`src/rtl/vu_frame_tracker.sv`:
```
// rtl/vu_frame_tracker.sv - framed multi-channel level parser with per-channel peak-hold and decay
module vu_frame_tracker #(
    parameter int          CH_NO       = 16,
    parameter int          LW          = 4,
    parameter int          HOLD_FRAMES = 8,
    parameter int          TIMEOUT_CYC = 65535,
    parameter logic [7:0]  SYNC_BYTE   = 8'hFF
) (
    input  logic                  clk,
    input  logic                  rst,
    input  logic [7:0]            data_in,
    input  logic                  valid,
    input  logic                  mode,
    output logic [CH_NO*LW-1:0]   level_out,
    output logic [CH_NO*LW-1:0]   peak_out,
    output logic                  frame_done,
    output logic                  frame_err
);

    localparam int IW = (CH_NO > 1) ? $clog2(CH_NO) : 1;
    localparam int TW = $clog2(TIMEOUT_CYC + 1);
    localparam int HW = 8;

    typedef enum logic [1:0] {
        S_IDLE   = 2'd0,
        S_RECV   = 2'd1,
        S_COMMIT = 2'd2
    } state_t;

    state_t          r_state;
    state_t          w_next;

    logic [IW-1:0]   r_idx;
    logic [TW-1:0]   r_tmo;
    logic [LW-1:0]   r_shadow [CH_NO];
    logic [LW-1:0]   r_level  [CH_NO];
    logic [LW-1:0]   r_peak   [CH_NO];
    logic [HW-1:0]   r_hold   [CH_NO];
    logic            r_done;
    logic            r_err;

    logic            w_sync;
    logic            w_data;
    logic            w_last;
    logic            w_tmo_hit;
    logic            w_store;
    logic            w_resync;
    logic            w_abort;
    logic            w_commit;
    logic            w_start;

    // Byte classification; data bytes are assumed never to equal the sync byte
    always_comb begin
        w_sync    = valid && (data_in == SYNC_BYTE);
        w_data    = valid && (data_in != SYNC_BYTE);
        w_last    = (r_idx == IW'(CH_NO - 1));
        w_tmo_hit = (r_tmo == TW'(TIMEOUT_CYC - 1));
    end

    // State register
    always_ff @(posedge clk) begin
        if (!rst) begin
            r_state <= S_IDLE;
        end else begin
            r_state <= w_next;
        end
    end

    // Next-state and per-cycle control decode
    always_comb begin
        w_next   = r_state;
        w_store  = 1'b0;
        w_resync = 1'b0;
        w_abort  = 1'b0;
        w_commit = 1'b0;
        w_start  = 1'b0;
        case (r_state)
            S_IDLE: begin
                if (w_sync) begin
                    w_next  = S_RECV;
                    w_start = 1'b1;
                end
            end
            S_RECV: begin
                if (w_sync) begin
                    w_resync = 1'b1;
                end else if (w_data) begin
                    w_store = 1'b1;
                    if (w_last) begin
                        w_next = S_COMMIT;
                    end
                end else if (w_tmo_hit) begin
                    w_abort = 1'b1;
                    w_next  = S_IDLE;
                end
            end
            S_COMMIT: begin
                // A byte landing on the commit cycle is treated as if idle
                w_commit = 1'b1;
                if (w_sync) begin
                    w_next  = S_RECV;
                    w_start = 1'b1;
                end else begin
                    w_next  = S_IDLE;
                end
            end
            default: begin
                w_next = S_IDLE;
            end
        endcase
    end

    // Channel index: restarts on every header, advances on each stored data byte
    always_ff @(posedge clk) begin
        if (!rst) begin
            r_idx <= '0;
        end else if (w_start || w_resync) begin
            r_idx <= '0;
        end else if (w_store) begin
            r_idx <= w_last ? '0 : r_idx + IW'(1);
        end
    end

    // Idle-cycle counter, only meaningful while receiving; any valid byte restarts it
    always_ff @(posedge clk) begin
        if (!rst) begin
            r_tmo <= '0;
        end else if (valid || (r_state != S_RECV) || w_tmo_hit) begin
            r_tmo <= '0;
        end else begin
            r_tmo <= r_tmo + TW'(1);
        end
    end

    // Shadow buffer collects the frame so outputs only ever show whole frames
    always_ff @(posedge clk) begin
        if (!rst) begin
            for (int i = 0; i < CH_NO; i++) begin
                r_shadow[i] <= '0;
            end
        end else if (w_resync) begin
            for (int i = 0; i < CH_NO; i++) begin
                r_shadow[i] <= '0;
            end
        end else if (w_store) begin
            r_shadow[r_idx] <= data_in[7 -: LW];
        end
    end

    // Commit: publish levels and advance every channel's peak-hold in parallel
    always_ff @(posedge clk) begin
        if (!rst) begin
            for (int i = 0; i < CH_NO; i++) begin
                r_level[i] <= '0;
                r_peak[i]  <= '0;
                r_hold[i]  <= '0;
            end
        end else if (w_commit) begin
            for (int i = 0; i < CH_NO; i++) begin
                r_level[i] <= r_shadow[i];
                if (!mode) begin
                    r_peak[i] <= r_shadow[i];
                    r_hold[i] <= '0;
                end else if (r_shadow[i] >= r_peak[i]) begin
                    r_peak[i] <= r_shadow[i];
                    r_hold[i] <= HW'(HOLD_FRAMES);
                end else if (r_hold[i] != '0) begin
                    r_hold[i] <= r_hold[i] - HW'(1);
                end else begin
                    // Here the new level is strictly below peak, so peak-1 never undershoots it
                    r_peak[i] <= r_peak[i] - LW'(1);
                end
            end
        end
    end

    // Status strobes; commit and abort come from different states so they never overlap
    always_ff @(posedge clk) begin
        if (!rst) begin
            r_done <= 1'b0;
            r_err  <= 1'b0;
        end else begin
            r_done <= w_commit;
            r_err  <= w_resync || w_abort;
        end
    end

    // Pack per-channel registers onto the flat output vectors
    for (genvar g = 0; g < CH_NO; g++) begin : g_pack
        assign level_out[g*LW +: LW] = r_level[g];
        assign peak_out[g*LW +: LW]  = r_peak[g];
    end

    assign frame_done = r_done;
    assign frame_err  = r_err;

endmodule

```
`config.mk`:
```
export PLATFORM = sky130hd
export DESIGN_NAME = vu_frame_tracker
export DESIGN_NICKNAME = d
export VERILOG_FILES = /design/src/rtl/vu_frame_tracker.sv
export SDC_FILE = /design/constraint.sdc
export NUM_CORES = 1
export LEC_CHECK = 0
export BUFFER_PORTS_ARGS = -buffer_cell sky130_fd_sc_hd__buf_2
export CAP_MARGIN = 20
export CELL_PAD_IN_SITES_DETAIL_PLACEMENT = 1
export CELL_PAD_IN_SITES_GLOBAL_PLACEMENT = 1
export CORE_MARGIN = 10
export CORE_UTILIZATION = 30
export CTS_CLUSTER_SIZE = 20
export DETAILED_ROUTE_END_ITERATION = 8
export GPL_TIMING_DRIVEN = 0
export PLACE_DENSITY_LB_ADDON = 0.1
export SLEW_MARGIN = 20
export SYNTH_ARGS = -nofsm -noshare
export SYNTH_HDL_FRONTEND = slang
export SYNTH_SLANG_ARGS = --single-unit
```
`constraint.sdc`:
```
create_clock -name clk -period 3.7 [get_ports clk]
set_input_delay 1.11 -clock clk [delete_from_list [all_inputs] [get_ports clk]]
set_output_delay 1.11 -clock clk [all_outputs]
set_load 0.01 [all_outputs]
```
# Word level (Yosys, flattened, before mapping)
# Memory sizes are Yosys's and may differ from the RTL's.
# Cells that the tools add are included.
[totals] reg_bits=24 output_inout_bits=130 word_cells=664 ramBits=320 in_bits=12 n_memories=4
[op_classes] n_mux=437 add_sub_neg=34 reduce_logical=28 magnitude_cmp=16 bitwise=129 n_eq_ne=11
[mem_list] memory="r_hold" words=16 word_bits=8 rd=16 rd_clocked_by_memory_dff=0 wr=16 line_no="38" source="logic [HW-1:0] r_hold [CH_NO];"
[mem_list] memory="r_level" words=16 word_bits=4 rd=16 rd_clocked_by_memory_dff=0 wr=16 line_no="36" source="logic [LW-1:0] r_level [CH_NO];"
[mem_list] memory="r_peak" words=16 word_bits=4 rd=16 rd_clocked_by_memory_dff=0 wr=16 line_no="37" source="logic [LW-1:0] r_peak [CH_NO];"
[mem_list] memory="r_shadow" words=16 word_bits=4 rd=16 rd_clocked_by_memory_dff=0 wr=16 line_no="35" source="logic [LW-1:0] r_shadow [CH_NO];"
[ops] cell="8-bit 2-to-1 mux" count=48
[ops] cell="4-bit 2-to-1 mux" count=83
[ops] cell="1-bit 2-to-1 mux" count=300
[ops] cell="1-bit bitwise OR" count=128
[ops] cell="8-bit nonzero test" count=16
[ops] cell="8-bit by 1-bit subtractor with 8-bit output (second input constant)" count=16
[ops] cell="4-bit >= comparator" count=16
[ops] cell="4-bit by 1-bit subtractor with 4-bit output (second input constant)" count=16
[ops] cell="16-bit by 1-bit adder with 16-bit output (second input constant)" count=1
[ops] cell="16-bit == test (second input constant)" count=1
[ops] cell="2-bit 2-to-1 mux" count=5
[ops] cell="8-bit == test (second input constant)" count=1
[ops] cell="8-bit != test (second input constant)" count=1
[ops] cell="3-bit != test (second input constant)" count=2
[ops] cell="2-bit case mux with 3 select lines" count=1
[ops] cell="2-bit OR reduction" count=3
[ops] cell="4-bit by 1-bit adder with 4-bit output (second input constant)" count=1
[ops] cell="4-bit == test (second input constant)" count=1
[ops] cell="1-bit logical OR" count=4
[ops] cell="2-bit != test (second input constant)" count=2
[ops] cell="4-bit AND reduction" count=1
[ops] cell="4-bit OR reduction" count=1
[ops] cell="2-bit by 1-bit == test with 1-bit output (second input constant)" count=1
[ops] cell="2-bit == test (second input constant)" count=1
[ops] cell="other kinds (4)" count=5

# Logic depth before layout (Yosys ltp)
# Gate-level depths: netlist of run 1.
[depth] depth_word=11 depth_mapped=8 ltp_nobuf=7

# Worst setup path after synthesis of run 1
# No wires, ideal clock.
[synth_path] kind="in2reg" startpoint="input rst" endpoint="memory r_level[0][0] (enable)" arrival_ps=2902 path_buffers=3 stages=4 path_slack_ps=110 setup_ps=688 cell_sequence="buf_2 -> clkbuf_1 -> clkbuf_1 -> nand2_1"
[synth_rtl] item="from (decl)" line_no="10" source="input logic rst,"
[synth_rtl] item="to (decl)" line_no="36"

==> reports/metrics.csv, run 1 <==
metric;value;unit
worstPathMaxFanout;34;
clock_latency;0.57;ns
rsz0062_at_grt;no;
die_w;263.1;microns
wl_per_cell;19.54;microns
synth_nets;1729;
via_count;12230;
setup_viol;0;
core_area;0.05880;sq mm
worst_slack;0.2798;ns
place_ws;-1.087;ns
skew;0.01458;ns
cts_max_level;2;
finish.instance_area;0.02095;sq mm
critPathLaunchType;input pin;
drive_above_1_share;0.1389;
slew_viol_final;0;
hold_viol;0;
ant_nets;0;
ys_seq_area_frac;0.5693;
leakage;8.032;nW
place.gp.congestion;0.7743;
fin_crit_sh;0.9244;
syn_area_per_cell;11.03;sq um
viasPerCell;4.698;
drt_iter0_drc;542;
critPathKind;in2reg;
met2_usage;0.2401;
die-area;0.06920;sq mm
tightest_slew;1.079;ns
ctsHoldBuffers;0;
tritoncts;yes;
numCtsBuffers;44;
async_flop_share;0;
worst_ep_required_time;4.00;ns
cts_root_buf;clkbuf_16;
status;completed;
hpwl;36600;microns
pin_count;142;
post_dp_cell_area;0.01945;sq mm
yosysUniqueCellTypes;49;
syn_area;0.01772;sq mm
row_count;89;
grt_pass1_vias;12950;
grt.met1_usage;0.1882;
grt_start_max_net_pins;35;
antenna_found_initial;3;
drcViolationCount;0;
yosysWarnings;0;
nets;1918;
fmax;292.4;MHz
grt_use_met3;0.03086;
wl;50850;microns
max-slew-margin-rel;0.2806;
synth_edf_count;320;
clock_sinks;344;
placedCellCount;2522;
instances_no_fill;2603;
ys_ff_latch;344;
synth_ff_type;edfxtp_1;
synthCells;1607;
period_needed;3.420;ns
hold_class;reg2reg;
start_util;0.3015;
clockBufferDepth;3;
port-buffer-count;139;
fin_tns_setup;0;ns
ir_drop;0.2617;mV
critPathArrivalTime;3.72;ns
area_growth;18.21;%
grt_pass1_wl;78450;microns
worstSetupEndpointType;flip-flop;
drv_cap;0;
grt_busiest_layer;met2;
p_per_area;464.4;mW/mm^2
drt_pass1_iterations;4;
die_y;263.1;microns
clkTransAtPathRegs;0.05;ns
gr-total-overflow;0;
grtUsageTotal;0.1442;
power breakdown:
part           switching (mW)  total, mW  internal (mW)  leakage [nW]
Clock                    1.75       4.48           2.73         0.731
Combinational           0.438      0.699          0.261          3.96
Sequential              0.130       4.55           4.42          3.34
Total                    2.32       9.73           7.41          8.03
routing by layer:
layer / routed length, microns / share of wire / vias up
met5: 34 / 0.00067 / -
met4: 903 / 0.018 / 4
met3: 2295 / 0.045 / 63
met2: 23970 / 0.47 / 192
met1: 23650 / 0.47 / 5997
li1: - / - / 5973
cells by family (layout without fill, tap and decap cells):
group	Yosys count	after routing	share of synthesized area
adder cells (fa/ha/maj)	110	110	0.07765
AND/OR/NAND/NOR	687	687	0.1882
AO/OA/AOI/OAI	145	145	0.04864
other	0	1	0
XOR/XNOR	139	139	0.06869
flip-flops	344	344	0.5693
multiplexers	22	22	0.01362
buffers and inverters	160	382	0.03395
worst paths after layout:
kind	to	from	cells after the start	slack, ns
worst max register to register	r_hold[0][24]$_SDFFCE_PN0P_	r_state[0]$_SDFFE_PN0P_	6	0.66
worst max-delay path	r_level[1][18]$_SDFFCE_PN0P_	rst	5	0.28
worst min register to register	r_tmo[0]$_SDFF_PP0_	r_tmo[0]$_SDFF_PP0_	1	0.48
worst min-delay path	r_tmo[0]$_SDFF_PP0_	r_tmo[0]$_SDFF_PP0_	1	0.48
sequential cells by signal (all words and copies together), names as in the netlist:
register,count
frame_done,1
frame_err,1
r_hold,128
r_idx,4
r_level,64
r_peak,64
r_shadow,64
r_state,2
r_tmo,16
Yosys cell counts, types with 10 or more instances:
| cell | n | area share |
|---|---|---|
| xnor2_1 | 84 | 0.042 |
| and2_1 | 92 | 0.032 |
| o21ai_0 | 68 | 0.019 |
| xor2_1 | 55 | 0.027 |
| ha_1 | 110 | 0.078 |
| o21a_1 | 10 | 0.0042 |
| nand2b_1 | 29 | 0.010 |
| clkbuf_1 | 29 | 0.0061 |
| nor4_1 | 10 | 0.0035 |
| nor2_1 | 220 | 0.047 |
| nor3_1 | 73 | 0.021 |
| mux2_2 | 17 | 0.011 |
| a21oi_1 | 31 | 0.0088 |
| nand2_1 | 137 | 0.029 |
| inv_1 | 127 | 0.027 |
| nand3_1 | 46 | 0.013 |
| dfxtp_1 | 24 | 0.027 |
| edfxtp_1 | 320 | 0.54 |
| or3_1 | 10 | 0.0035 |
| and3_1 | 20 | 0.0071 |
area by class of cell:
class                           instances  area [sq um]
Clock inverter                         25         275.3
Inverter                              127         476.7
Multi-Input combinational cell       1103          7051
Buffer                                 33         130.1
Tap cell                              773         967.2
Sequential cell                       344         10090
Antenna cell                            1         2.502
Timing Repair Buffer                  143         749.5
Fill cell                            6531         37850
Clock buffer                           54          1210
critical path, cell delays in order:
cell      delay [ns]
buf_2           0.19
clkbuf_1        0.52
clkbuf_1        0.85
nand2_4         0.61
buf_12          0.38
cells in the final DEF (no fill, tap or decap), types with 20 or more instances in the layout:
cell	count
and3_1	20
nor3_1	73
xnor2_1	84
a21oi_1	31
nand3_1	46
and2_1	92
o21ai_0	68
dfxtp_1	24
nand2b_1	29
clkbuf_16	45
nand2_1	136
buf_2	141
ha_1	110
inv_1	127
clkbuf_1	30
xor2_1	55
nor2_1	220
edfxtp_1	320
repair_timing:
action	4_1_cts	5_1_grt
cloned	0	0
setup endpoints to repair	61	16
hold endpoints to repair	0	0
gates resized for setup	1	3
buffers inserted	0	0
per-stage QoR:
step | util | power [mW] | hold WS (ns)
finish | 0.3563 | 9.729 | 0.4772
global route | 0.3563 | 10.14 | 0.5244
CTS | 0.3561 | 9.881 | 0.4844
detailed placement | 0.3308 | 5.348 | 0.4708
global placement | 0.3297 | 5.326 | 0.4647
floorplan | - | 5.044 | 0.4371
(Power assumes the default switching activity.)
==> inputs of run 2 (changes only) <==
--- a/config.mk
+++ b/config.mk
@@ -10,7 +10,7 @@
 export CELL_PAD_IN_SITES_DETAIL_PLACEMENT = 1
 export CELL_PAD_IN_SITES_GLOBAL_PLACEMENT = 1
 export CORE_MARGIN = 10
-export CORE_UTILIZATION = 30
+export CORE_UTILIZATION = 44
 export CTS_CLUSTER_SIZE = 20
 export DETAILED_ROUTE_END_ITERATION = 8
 export GPL_TIMING_DRIVEN = 0
@@ -19,3 +19,4 @@
 export SYNTH_ARGS = -nofsm -noshare
 export SYNTH_HDL_FRONTEND = slang
 export SYNTH_SLANG_ARGS = --single-unit
+export TNS_END_PERCENT = 5
==> reports/metrics.csv, run 2 (synthesis gave the netlist of run 1 again) <==
metric;value;unit;change
clkTransAtPathRegs;0.06;ns;about the same
ir_drop;0.2726;mV;+4.2%
finish.instance_area;0.02045;sq mm;-2.4%
skew;0.01346;ns;-0.001122 ns
hold_viol;0;;unchanged
placedCellCount;2272;;-9.9%
grt_pass1_vias;13310;;+2.7%
area_growth;15.38;%;
drt_iter0_drc;727;;+34%
p_per_area;454.1;mW/mm^2;-2.2%
slew_viol_final;0;;unchanged
final_common_cell;edfxtp_1;;
grt_use_met3;0.03755;;+0.006692
setup_viol;0;;unchanged
worstSetupEndpointType;flip-flop;;
tightest_slew;1.026;ns;-0.05274 ns
clockBufferDepth;3;;unchanged
grt_start_max_net_pins;39;;+11%
wl_per_cell;20.15;microns;+3.1%
rr_endpoint;r_hold[0][59]$_SDFFCE_PN0P_;;
regMostFlops;r_hold;;
r2r_cells;6;;unchanged
reg2reg_slack;0.49;ns;-0.17 ns
drcViolationCount;0;;unchanged
n_fill_cell;4353;;-33%
tritoncts;yes;;
fin_crit_sh;0.9612;;+0.03680
period_needed;3.556;ns;+0.1362 ns
start_util;0.4451;;+0.1436
drive_above_1_share;0.1331;;-0.005760
die_w;220.7;microns;-16%
cts_root_buf;clkbuf_16;;
critPathArrivalTime;3.78;ns;+0.06 ns
core_area;0.03982;sq mm;-32%
numCtsBuffers;40;;-9.1%
clock_latency;0.56;ns;about the same
grt_busiest_layer;met2;;
gr-total-overflow;0;;unchanged
nets;1911;;-0.36%
worst_slack;0.1437;ns;-0.1362 ns
place_ws;-0.6566;ns;+0.4304 ns
die_y;220.7;microns;-16%
leakage;7.938;nW;-1.2%
largest_register_ffs;128;;unchanged
met2_usage;0.3318;;+0.09164
status;completed;;
min_from;r_tmo[0]$_SDFF_PP0_;;
max-slew-margin-rel;0.3158;;+0.03516
grt_pass1_wl;74510;microns;-5.0%
place.gp.congestion;0.7914;;+2.2%
finalPower;9.286;mW;-4.6%
grt.met1_usage;0.2485;;+0.06031
post_dp_cell_area;0.01912;sq mm;-1.7%
worst_ep_required_time;3.92;ns;-0.08 ns
worstPathMaxFanout;10;;-71%
crit_path_end;r_hold[0][59]$_SDFFCE_PN0P_;;
die-area;0.04871;sq mm;-30%
wl;47230;microns;-7.1%
antenna_found_initial;3;;unchanged
drv_cap;0;;unchanged
rsz0062_at_grt;no;;
critPathLaunchType;input pin;;
hpwl;34290;microns;-6.3%
clock_sinks;344;;unchanged
startpoint;rst;;
hold_class;reg2reg;;
row_count;73;;-18%
grtUsageTotal;0.1961;;+0.05191
port-buffer-count;139;;unchanged
worstReg2RegStart;r_state[0]$_SDFFE_PN0P_;;
fmax;281.2;MHz;-3.8%
pin_count;142;;unchanged
critPathKind;in2reg;;
instances_no_fill;2344;;-10%
fin_tns_setup;0;ns;unchanged
final_cell_mix;edfxtp_1 (320), nor2_1 (220), buf_2 (141);;
ant_nets;0;;unchanged
viasPerCell;5.271;;+12%
drt_pass1_iterations;7;;+3
via_count;12360;;+1.0%
cts_max_level;2;;unchanged
-- run 2: how the worst min path moves through the flow --
stage	end	cells after the start	slack, ns
4_1_cts	r_tmo[0]$_SDFF_PP0_	1	0.47
3_3_place_gp	r_tmo[0]$_SDFF_PP0_	1	0.46
2_1_floorplan	r_tmo[0]$_SDFF_PP0_	1	0.44
5_1_grt	r_tmo[0]$_SDFF_PP0_	1	0.53
6_report	r_tmo[0]$_SDFF_PP0_	1	0.47
3_5_place_dp	r_tmo[0]$_SDFF_PP0_	1	0.46
-- run 2: per-layer routing --
metal,part of all wire,vias to the layer above
li1,-,5949
met1,0.44,6127
met2,0.49,203
met3,0.049,73
met4,0.027,4
met5,0.00034,-
-- run 2: critical path: stages --
cell and delay (ns):
buf_2 0.17, and3b_1 0.30, and2_1 0.16, clkbuf_1 0.41, clkbuf_1 0.75, nand3b_1 0.43
nand2_1 0.42
-- run 2: cell type report --
| type | count | area, sq um | share of cell area |
|---|---|---|---|
| Clock inverter | 15 | 180.2 | 0.008810 |
| Tap cell | 525 | 656.9 | 0.03212 |
| Multi-Input combinational cell | 1103 | 7051 | 0.3448 |
| Clock buffer | 56 | 1142 | 0.05586 |
| Buffer | 33 | 128.9 | 0.006302 |
| Inverter | 127 | 476.7 | 0.02331 |
| Timing Repair Buffer | 140 | 723.2 | 0.03536 |
| Antenna cell | 1 | 2.502 | 0.0001224 |
| Sequential cell | 344 | 10090 | 0.4934 |
-- run 2: timing repair --
item	in CTS	in global routing
hold buffers	0	0
setup buffers	0	0
setup endpoints to repair	32	0
gates resized for setup	1	0
-- run 2: stage by stage --
| stage | hold WS, ns | util |
|---|---|---|
| 3_5_place_dp | 0.4603 | 0.4802 |
| 2_1_floorplan | 0.4371 | - |
| 3_3_place_gp | 0.4560 | 0.4790 |
| 4_1_cts | 0.4726 | 0.5134 |
| 5_1_grt | 0.5291 | 0.5135 |
| 6_report | 0.4662 | 0.5135 |
-- run 2: where the power goes --
group	internal, mW	switching [mW]	leakage (nW)
clock network	2.43	1.61	0.655
registers	4.42	0.133	3.34
logic	0.260	0.433	3.94
total	7.11	2.17	7.94
==> inputs of run 3 (changes only) <==
--- a/config.mk
+++ b/config.mk
@@ -5,14 +5,14 @@
 export SDC_FILE = /design/constraint.sdc
 export NUM_CORES = 1
 export LEC_CHECK = 0
-export BUFFER_PORTS_ARGS = -buffer_cell sky130_fd_sc_hd__buf_2
 export CAP_MARGIN = 20
 export CELL_PAD_IN_SITES_DETAIL_PLACEMENT = 1
 export CELL_PAD_IN_SITES_GLOBAL_PLACEMENT = 1
 export CORE_MARGIN = 10
-export CORE_UTILIZATION = 44
+export CORE_UTILIZATION = 46
 export CTS_CLUSTER_SIZE = 20
 export DETAILED_ROUTE_END_ITERATION = 8
+export DONT_BUFFER_PORTS = 1
 export GPL_TIMING_DRIVEN = 0
 export PLACE_DENSITY_LB_ADDON = 0.1
 export SLEW_MARGIN = 20
==> constraint.sdc (replaced) <==
create_clock -name clk -period 3.7 [get_ports clk]
set_input_delay 0.185 -clock clk [delete_from_list [all_inputs] [get_ports clk]]
set_output_delay 0.185 -clock clk [all_outputs]
set_load 0.01 [all_outputs]
==> reports/metrics.csv, run 3 (synthesis gave the netlist of run 1 again) <==
metric;value;unit;change
status;completed;;
post_dp_cell_area;0.01843;sq mm;-3.6%
grt_pass1_wl;73150;microns;-1.8%
wl;46900;microns;-0.71%
clock_latency;0.56;ns;about the same
hold_class;in2reg;;
die_y;216.3;microns;-2.0%
die-area;0.04678;sq mm;-4.0%
core_area;0.03784;sq mm;-5.0%
grt.met1_usage;0.2431;;-0.005432
fmax;285.7;MHz;+1.6%
slew_viol_final;0;;unchanged
tritoncts;yes;;
place.gp.congestion;0.8317;;+5.1%
drcViolationCount;0;;unchanged
ant_nets;0;;unchanged
ir_drop;0.3184;mV;+17%
finish.instance_area;0.01976;sq mm;-3.4%
wl_per_cell;21.32;microns;+5.8%
cts_setup_buffers;0;;unchanged
grtUsageTotal;0.1994;;+0.003296
start_util;0.4684;;+0.02328
leakage;7.357;nW;-7.3%
cts_root_buf;clkbuf_16;;
gr-total-overflow;0;;unchanged
met2_usage;0.3493;;+0.01757
n_fill_cell;4098;;-5.9%
grt_start_max_net_pins;40;;+2.6%
pin_count;142;;unchanged
fin_crit_sh;0.9461;;-0.01511
regMostFlops;r_hold;;
drv_cap;0;;unchanged
worst_ep_required_time;3.89;ns;-0.03 ns
period_needed;3.500;ns;-0.05591 ns
max-slew-margin-rel;0.2731;;-0.04270
grt_use_met3;0.03440;;-0.003152
place_ws;0.002622;ns;+0.6593 ns
via_count;11910;;-3.6%
worstPathMaxFanout;10;;unchanged
hpwl;33500;microns;-2.3%
area_growth;11.51;%;
drt_iter0_drc;797;;+9.6%
critPathLaunchType;flip-flop;;
antenna_found_initial;2;;-1
tightest_slew;1.090;ns;+0.06405 ns
p_per_area;461.5;mW/mm^2;+1.6%
drt_pass1_iterations;5;;-2
clkTransAtPathRegs;0.05;ns;about the same
skew;0.01289;ns;-0.0005670 ns
critPathArrivalTime;3.69;ns;-0.09 ns
nets;1778;;-7.0%
critPathKind;reg2reg;;
final_common_cell;edfxtp_1;;
grt_busiest_layer;met2;;
largest_register_ffs;128;;unchanged
row_count;71;;-2.7%
fin_tns_setup;0;ns;unchanged
worstSetupEndpointType;flip-flop;;
clock_sinks;344;;unchanged
drive_above_1_share;0.05872;;-0.07439
whs;0.08544;ns;-0.3807 ns
port-buffer-count;0;;-100%
finalPower;9.122;mW;-1.8%
cts_max_level;2;;unchanged
setup_viol;0;;unchanged
clockBufferDepth;3;;unchanged
die_w;216.3;microns;-2.0%
final_cell_mix;edfxtp_1 (320), nor2_1 (220), nand2_1 (136);;
r2r_cells;6;;unchanged
hold_viol;0;;unchanged
numCtsBuffers;40;;unchanged
viasPerCell;5.415;;+2.7%
rsz0062_at_grt;no;;
grt_pass1_vias;12870;;-3.3%
holdPathStages;3;;+2
worst_slack;0.1996;ns;+0.05591 ns
==> run 3: cell count changes in the layout (fill, tap and decap cells not counted), moves of 2 or more <==
cell	before	now
buf_2	141	2
clkbuf_1	36	39
clkbuf_2	2	0
clkbuf_8	6	2
clkinv_1	2	5
diode_2	1	3
dlygate4sd3_1	0	4
inv_6	2	0
==> run 3: power by group <==
part           total [mW]  internal (mW)  switching, mW
logic               0.572          0.213          0.359
clock network        3.94           2.35           1.59
registers            4.61           4.43          0.184
total                9.12           6.99           2.13
==> run 3: path summary, 6_finish.rpt <==
kind	to	slack, ns	from
worst max-delay path	r_hold[0][40]$_SDFFCE_PN0P_	0.20	r_state[0]$_SDFFE_PN0P_
worst min-delay path	frame_err$_SDFF_PN0_	0.09	rst
worst max register to register	r_hold[0][40]$_SDFFCE_PN0P_	0.20	r_state[0]$_SDFFE_PN0P_
worst min register to register	r_tmo[0]$_SDFF_PP0_	0.47	r_tmo[0]$_SDFF_PP0_
==> run 3: critical path, cell delays in order, from the launching register on <==
cell             delay, ns
dfxtp_1               0.33
and3b_1               0.35
and2_1                0.16
clkbuf_1              0.47
clkdlybuf4s15_1       0.82
nand3_1               0.49
nand3_1               0.52
==> run 3: metal layers <==
metal | vias up | share of wire
met5 | - | 0
met4 | 0 | 0.030
met3 | 71 | 0.044
met2 | 187 | 0.50
met1 | 5958 | 0.43
li1 | 5696 | -
==> run 3: what timing repair did <==
action	CTS	global route
resized for setup	0	2
setup endpoints to repair	0	32
hold buffers	4	0
hold endpoints to repair	24	0
==> run 3: cell type report <==
| cell class | instances | area (sq um) | area share |
|---|---|---|---|
| sequential | 344 | 10090 | 0.5105 |
| multi-input combinational | 1103 | 7051 | 0.3567 |
| clock buffer | 54 | 1095 | 0.05539 |
| tap | 511 | 639.4 | 0.03235 |
| inverter | 127 | 476.7 | 0.02412 |
| clock inverter | 18 | 186.4 | 0.009433 |
| buffer | 33 | 132.6 | 0.006711 |
| timing repair buffer | 7 | 86.33 | 0.004368 |
| antenna | 3 | 7.507 | 0.0003798 |
==> run 3: stage by stage <==
step | std cells | util
final | 2200 | 0.5223
after detailed placement | 2121 | 0.4870
after global placement | 2118 | 0.4853
after global routing | 2198 | 0.5221
after floorplan | 1607 | -
after CTS | 2197 | 0.5219
